==> config.mk <==
export PLATFORM = sky130hd
export DESIGN_NAME = alu_operand_stage
export DESIGN_NICKNAME = d
export VERILOG_FILES = /design/src/rtl/alu_pkg.sv /design/src/rtl/alu_operand_stage_reg_file.sv /design/src/rtl/alu_operand_stage.sv
export SDC_FILE = /design/constraint.sdc
export NUM_CORES = 2
export LEC_CHECK = 0
export CORE_MARGIN = 2
export CORE_UTILIZATION = 40
export DETAILED_ROUTE_END_ITERATION = 12
export GPL_TIMING_DRIVEN = 0
export HOLD_SLACK_MARGIN = 0.03
export PLACE_DENSITY = 0.67
export SLEW_MARGIN = 20
export SYNTH_ARGS = -nofsm -noshare
export SYNTH_HDL_FRONTEND = slang
export SYNTH_SLANG_ARGS = --single-unit
export TNS_END_PERCENT = 1
==> constraint.sdc <==
create_clock -name clk -period 6 [get_ports clk]
set_input_delay 0.6 -clock clk [delete_from_list [all_inputs] [get_ports clk]]
set_output_delay 0.6 -clock clk [all_outputs]
set_load 0.01 [all_outputs]
==> src/rtl/alu_pkg.sv <==
// Constants shared by the operand-fetch stage and the ALU:
// datapath widths and the ALU opcode encodings.
package alu_pkg;

  localparam int DATA_WIDTH = 32;
  localparam int ADDR_WIDTH = 5;

  localparam logic [2:0] ALU_AND = 3'b000;
  localparam logic [2:0] ALU_OR  = 3'b001;
  localparam logic [2:0] ALU_ADD = 3'b010;
  localparam logic [2:0] ALU_SUB = 3'b110;
  localparam logic [2:0] ALU_SLT = 3'b111;

endpackage

==> src/rtl/alu_operand_stage_reg_file.sv <==
// Register file with two combinational read ports and one write port.
// r0 always reads as zero, and writes to it are discarded.
module reg_file #(
  parameter int DATA_WIDTH = alu_pkg::DATA_WIDTH,
  parameter int ADDR_WIDTH = alu_pkg::ADDR_WIDTH
) (
  input  logic                  clk,
  input  logic                  rst,
  input  logic [ADDR_WIDTH-1:0] rd_addr_a,
  output logic [DATA_WIDTH-1:0] rd_data_a,
  input  logic [ADDR_WIDTH-1:0] rd_addr_b,
  output logic [DATA_WIDTH-1:0] rd_data_b,
  input  logic                  wr_en,
  input  logic [ADDR_WIDTH-1:0] wr_addr,
  input  logic [DATA_WIDTH-1:0] wr_data
);

  localparam int NREG = 1 << ADDR_WIDTH;

  logic [DATA_WIDTH-1:0] mem [NREG];

  always_ff @(posedge clk) begin
    if (rst) begin
      for (int i = 0; i < NREG; i++) mem[i] <= '0;
    end else if (wr_en && wr_addr != '0) begin
      mem[wr_addr] <= wr_data;
    end
  end

  assign rd_data_a = (rd_addr_a == '0) ? '0 : mem[rd_addr_a];
  assign rd_data_b = (rd_addr_b == '0) ? '0 : mem[rd_addr_b];

endmodule

==> src/rtl/alu_operand_stage.sv <==
// Operand-fetch stage in front of the ALU: resolves A/B from the register file,
// an immediate or the writeback bypass, stalls on pending destinations, and registers the bundle.
module alu_operand_stage #(
  parameter int DATA_WIDTH = alu_pkg::DATA_WIDTH,
  parameter int ADDR_WIDTH = alu_pkg::ADDR_WIDTH
) (
  input  logic                  clk,
  input  logic                  rst,
  input  logic                  in_valid,
  output logic                  in_ready,
  input  logic [ADDR_WIDTH-1:0] in_rs1,
  input  logic [ADDR_WIDTH-1:0] in_rs2,
  input  logic [DATA_WIDTH-1:0] in_imm,
  input  logic                  in_use_imm,
  input  logic [2:0]            in_aluop,
  input  logic [ADDR_WIDTH-1:0] in_rd,
  input  logic                  in_rd_wen,
  input  logic                  wb_en,
  input  logic [ADDR_WIDTH-1:0] wb_addr,
  input  logic [DATA_WIDTH-1:0] wb_data,
  output logic                  out_valid,
  input  logic                  out_ready,
  output logic [DATA_WIDTH-1:0] out_A,
  output logic [DATA_WIDTH-1:0] out_B,
  output logic [2:0]            out_ALUop,
  output logic [ADDR_WIDTH-1:0] out_rd,
  output logic                  out_rd_wen
);

  localparam int NREG = 1 << ADDR_WIDTH;

  logic [DATA_WIDTH-1:0] rf_a, rf_b;
  logic [DATA_WIDTH-1:0] opnd_a, opnd_b;
  logic [NREG-1:0]       pending, pending_nxt;
  logic                  bypass_a, bypass_b;
  logic                  hazard_a, hazard_b, hazard;
  logic                  accept;

  reg_file #(
    .DATA_WIDTH(DATA_WIDTH),
    .ADDR_WIDTH(ADDR_WIDTH)
  ) u_reg_file (
    .clk       (clk),
    .rst       (rst),
    .rd_addr_a (in_rs1),
    .rd_data_a (rf_a),
    .rd_addr_b (in_rs2),
    .rd_data_b (rf_b),
    .wr_en     (wb_en),
    .wr_addr   (wb_addr),
    .wr_data   (wb_data)
  );

  // A writeback arriving this cycle both forwards its value and resolves the hazard.
  assign bypass_a = wb_en && (wb_addr == in_rs1) && (in_rs1 != '0);
  assign bypass_b = wb_en && (wb_addr == in_rs2) && (in_rs2 != '0);

  assign hazard_a = (in_rs1 != '0) && pending[in_rs1] && !bypass_a;
  assign hazard_b = !in_use_imm && (in_rs2 != '0) && pending[in_rs2] && !bypass_b;
  assign hazard   = hazard_a || hazard_b;

  assign in_ready = !hazard && (!out_valid || out_ready);
  assign accept   = in_valid && in_ready;

  assign opnd_a = bypass_a ? wb_data : rf_a;
  assign opnd_b = in_use_imm ? in_imm : (bypass_b ? wb_data : rf_b);

  // Clear before set so an accept and writeback on the same register leave it pending.
  always_comb begin
    pending_nxt = pending;
    if (wb_en) pending_nxt[wb_addr] = 1'b0;
    if (accept && in_rd_wen && in_rd != '0) pending_nxt[in_rd] = 1'b1;
    pending_nxt[0] = 1'b0;
  end

  always_ff @(posedge clk) begin
    if (rst) pending <= '0;
    else     pending <= pending_nxt;
  end

  // ---- output register boundary ----
  always_ff @(posedge clk) begin
    if (rst) begin
      out_valid  <= 1'b0;
      out_A      <= '0;
      out_B      <= '0;
      out_ALUop  <= '0;
      out_rd     <= '0;
      out_rd_wen <= 1'b0;
    end else if (accept) begin
      out_valid  <= 1'b1;
      out_A      <= opnd_a;
      out_B      <= opnd_b;
      out_ALUop  <= in_aluop;
      out_rd     <= in_rd;
      out_rd_wen <= in_rd_wen;
    end else if (out_ready) begin
      out_valid  <= 1'b0;
    end
  end

endmodule

# Word-level counts from Yosys, hierarchy flattened
# Memory sizes are Yosys's and may differ from the RTL's.
# Index checks and enable logic that the tools add are counted.
[word_totals]
reg_bits = 106
ram_bits = 1024
inputBits = 94
out_inout_bits = 75
wordCells = 76
memories = 1
[mem_list]
columns = ["memory", "words", "width", "read_ports", "rd_ports_with_merged_regs", "write_ports", "line_no", "source"]
rows = [
  ["u_reg_file.mem", 32, 32, 2, 0, 32, "alu_operand_stage_reg_file.sv:20", "logic [DATA_WIDTH-1:0] mem [NREG];"],
]
[op_classes]
order_cmp = 6
n_eq_ne = 2
muxes = 25
bitwise_logic = 3
reduce_logical = 31
[ops]
columns = ["cell", "count"]
rows = [
  ["$mux W32", 8],
  ["$and A32 B32 Y32", 1],
  ["$not A32 Y32", 1],
  ["$or A32 B32 Y32", 1],
  ["$reduce_or A32 Y1", 1],
  ["$lt A5 B6 Y1 const B", 4],
  ["$reduce_bool A5 Y1", 4],
  ["$logic_and A1 B1 Y1", 16],
  ["$mux W1", 12],
  ["$bmux W1 S5", 2],
  ["$demux W1 S5", 2],
  ["$eq A5 B5 Y1", 2],
  ["$ge A5 B1 Y1 const B", 2],
  ["$logic_not A5 Y1", 2],
  ["$logic_not A1 Y1", 5],
  ["$mux W5", 1],
  ["$logic_or A1 B1 Y1", 2],
  ["$reduce_bool A2 Y1", 1],
]

# Longest topological paths before layout
[depth]
ltp_word = 12
ltp_mapped = 12
ltp_nobuf = 6

# Modules after synthesis
# Synthesis repeated with hierarchy kept, for this count alone.
[unflattened]
hier_cells = 4184
area_unflattened_um2 = 60674.4
[modules_own_cells]
columns = ["module", "n_inst", "cells_each", "area_each_um2", "seq_area_each_um2"]
rows = [
  ["reg_file", 1, 3502, 54253.3, 30749.5],
  ["alu_operand_stage", 1, 682, 6421.2, 2102.0],
]

# Worst setup path before layout
# Ideal clock, no wire load.
[synth_path]
path_kind = "input to register"
start = "input port wb_en"
end = "memory u_reg_file.mem[12][0] (enable)"
setup_ns = 0.466
t_arrival_ns = 3.983
t_required_ns = 5.534
slack_ns = 1.551
path_stages = 5
n_path_buf = 2
path_cell_list = "clkbuf_1 -> nand2_1 -> or4_1 -> clkbuf_1 -> o21ai_0"
[synth_rtl]
columns = ["item", "line_no", "source"]
rows = [
  ["from (decl)", "alu_operand_stage.sv:18", "input logic wb_en,"],
  ["to (decl)", "alu_operand_stage_reg_file.sv:20", ""],
]

# Worst setup path in the final report
[layout_path]
start = "input port in_rs2[2]"
end = "output port in_ready"
[layout_between]
elab_chain_cells = 8
elab_cells_between_ends = 13
classes_between = "eq/ne: 1; mux: 2; reduce/logical: 10"
[layout_lines]
columns = ["item", "line_no", "source"]
rows = [
  ["from (decl)", "alu_operand_stage.sv:12", "input logic [ADDR_WIDTH-1:0] in_rs2,"],
  ["parallel branches: the longest is 4 deep, another holds $bmux W1 S5", "-", ""],
  ["$logic_and A1 B1 Y1 *", "alu_operand_stage.sv:59", "assign hazard_b = !in_use_imm && (in_rs2 != '0) && pending[in_rs2] && !bypass_b;"],
  ["$logic_or A1 B1 Y1 *", "alu_operand_stage.sv:60", "assign hazard = hazard_a || hazard_b;"],
  ["$logic_not A1 Y1 *", "alu_operand_stage.sv:62", "assign in_ready = !hazard && (!out_valid || out_ready);"],
  ["$logic_and A1 B1 Y1 *", "alu_operand_stage.sv:62", ""],
  ["to (decl)", "alu_operand_stage.sv:10", "output logic in_ready,"],
]
# Every way passes the cells marked *. The select of a mux whose other input is x is not followed.

==> results_dict.tcl <==
set metrics [dict create \
    setup_viol 0 \
    grt_pass1_vias 44200 \
    synth-seq-area-share_pct 54.6 \
    final.setup.worst_slack_ns 0.258 \
    vias 47300 \
    post_cts_setup_inserts 0 \
    grt_max_degree 34 \
    leakagePower_nw 24.9 \
    timing.critical_path.to_type "primary output" \
    outcome "finished, final reports clean" \
    cts_buffer_depth 3 \
    cts_htree_levels 4 \
    ctsHoldBuffers 0 \
    first_iter_violations 9411 \
    routed_wl_mm 319 \
    die_width_um 392 \
    grt_setup_unrepaired "false" \
    place_area_sq_um 66900 \
    required_ns 5.40 \
    die_height_um 392 \
    slowest_delay_ns 0.88 \
    worstSetupStartpointType "input pin" \
    timing.hold.worst.class "input pin to register" \
    worst-setup-path-type "input pin to primary output" \
    cts_buffers 133 \
    yosys_most_used_dff "sky130_fd_sc_hd__edfxtp_1" \
    remaining_drc_errors 0 \
    post-route-min-period_ns 5.74 \
    clkLatencyLatePin_ns 0.83 \
    grt_antenna_before_repair 28 \
    crit_buf_inv 4 \
    post_syn_area_sq_um 60200 \
    cts_tree "built" \
    placementRows 142 \
    postSynth.asyncResetShare_pct 0 \
    dpl.cell_count 6657 \
    avgRoutedWirePerCell_um 46.1 \
    grt_first_pass_wirelength_mm 411 \
    io_pins 169 \
    fmax_mhz 174 \
    first_pass_iters 10 \
    ys_warn_count 0 \
    antenna_left 0 \
    max_slew_margin_pct 3.24 \
    worstPathCellList "clkbuf_1, clkbuf_2, nor2_1, a21o_1, a21oi_1, a41oi_2, clkbuf_1, and2_1, clkdlybuf4s50_1" \
    share_of_post_route_cells_with_drive_strength_above_1_pct 18.9 \
    viasPerCell 6.84 \
    gr-total-overflow 0 \
    final.period_utilization_pct 95.7 \
    core-area_sq_um 150000 \
    worst-path-max-fanout 10 \
    layout.nets 4871 \
    post-dp-hpwl_mm 236 \
    synth.lib_cells_used.distinct 61 \
    worst_slew_pin_slew_ns 1.45 \
    netlist_instances 4368 \
    clkSlewWorstSetupHoldPaths_ns 0.06 \
    max_cap_violation_count 0 \
    finish.cell_count_without_fillers 6910 \
    initial_cell_density_of_the_core_pct 40.2 \
    syn_area_per_cell_sq_um 13.8 \
    detailedPlace.worstSlack_ns 0.360 \
    layout_commonest_cell "sky130_fd_sc_hd__edfxtp_1" \
    gpl.final_weighted_congestion 1.04 \
    power_density_nw_per_um2 294 \
    synth_edf_count 1024 \
    die_area_sq_um 154000 \
    area_growth_from_synthesis_to_final_layout_pct 18.5 \
    portBuffers 152 \
    hold_ws_ns 0.249 \
    cts_root_buffer "sky130_fd_sc_hd__clkbuf_16" \
    ys_ff_latch 1129 \
    final_worst_clock_skew_ns 0.0363 \
    final-max-slew-violation-count 0 \
    ctsResizeCount 0 \
    layout_common_cells "sky130_fd_sc_hd__edfxtp_1, sky130_fd_sc_hd__and2_1, sky130_fd_sc_hd__mux4_2" \
    cts_num_sinks 1129 \
    final_hold_viol_count 0 \
    global_route.usage.total_pct 41.1 \
    cpMostUsedCell "sky130_fd_sc_hd__clkbuf_1" \
    critical-path-slowest-cell "sky130_fd_sc_hd__a21oi_1" \
    cp.arrival_ns 5.14 \
    final_cell_area_sq_um 71300 \
    critical-path-top-delay-family "buffers and inverters" \
    peak_supply_drop_mv 0.225 \
]
[state kept, by name, indices dropped and copies added (netlist names)]
signal          count
out_A              32
out_ALUop           3
out_B              32
out_rd              5
out_rd_wen          1
out_valid           1
pending            31
u_reg_file.mem   1024
[report_power, final]
group          switching (mW)  internal, mW
combinational            2.23          1.14
clock                    3.63          4.68
sequential              0.252          9.01
total                    6.12          14.8
[cell type report]
type | instances | area (sq um)
clock buffers | 171 | 3610
multi-input cells | 2780 | 25800
repair buffers | 243 | 3650
clock inverters | 69 | 704
well taps | 2016 | 2520
diodes | 12 | 30.0
inverters | 12 | 45.0
fillers | 13300 | 78300
plain buffers | 478 | 2110
flip-flops and latches | 1129 | 32900
[path summary, 6_finish.rpt]
check / start / to / slack, ns / cells past startpoint
worst max register to register: pending[1] / out_A[25] / 2.26 / 7
worst max-delay path: in_rs2[2] / in_ready / 0.26 / 9
worst min-delay path: in_rd[4] / out_rd[4] / 0.25 / 3
worst min register to register: out_ALUop[0] / out_ALUop[0] / 0.45 / 2
[Yosys cell counts, drive strengths merged (44+ instances only)]
cell type	n	area, sq um
a21o	53	398
a22oi	147	1100
nand2	145	544
edfxtp	1024	30700
buf	112	642
mux2i	325	3250
clkbuf	366	1370
a221oi	109	955
a31oi	44	275
mux4	394	8870
dfxtp	105	2100
and2	1012	6330
nor2	57	214
o21ai	99	495
[cells by family after synthesis]
| kind of cell | Yosys count | share of synthesized area, % |
|---|---|---|
| AND/OR/NAND/NOR | 1340 | 13.1 |
| flip-flops | 1129 | 54.6 |
| multiplexers | 735 | 20.5 |
| AO/OA/AOI/OAI | 663 | 8.31 |
| buffers and inverters | 490 | 3.42 |
| XOR/XNOR | 10 | 0.146 |
| other | 1 | 0.00623 |
[per-layer routing]
layer / part of all wire [%] / vias to the layer above / GRT usage, % / wire [um]
met5: 0.10 / - / 0.638 / 324
met4: 11 / 20 / 36.0 / 34400
met3: 14 / 1042 / 14.0 / 44600
met2: 40 / 4450 / 56.0 / 128000
met1: 35 / 24000 / 51.7 / 112000
li1: - / 17700 / - / -
[worst min-delay path, stage by stage]
cell                       delay, ns
sky130_fd_sc_hd__clkbuf_1       0.22
sky130_fd_sc_hd__nand2_1        0.12
sky130_fd_sc_hd__mux2i_1        0.07
[through the flow]
step                setup TNS, ns  total power [mW]  util [%]
finish                          0              20.9      47.7
global route                    0              21.1      47.6
CTS                             0              20.7      47.6
detailed placement              0              12.6      44.7
global placement         -2118.83              12.4      43.0
floorplan                       0              10.8         -
(Power assumes the default switching activity.)
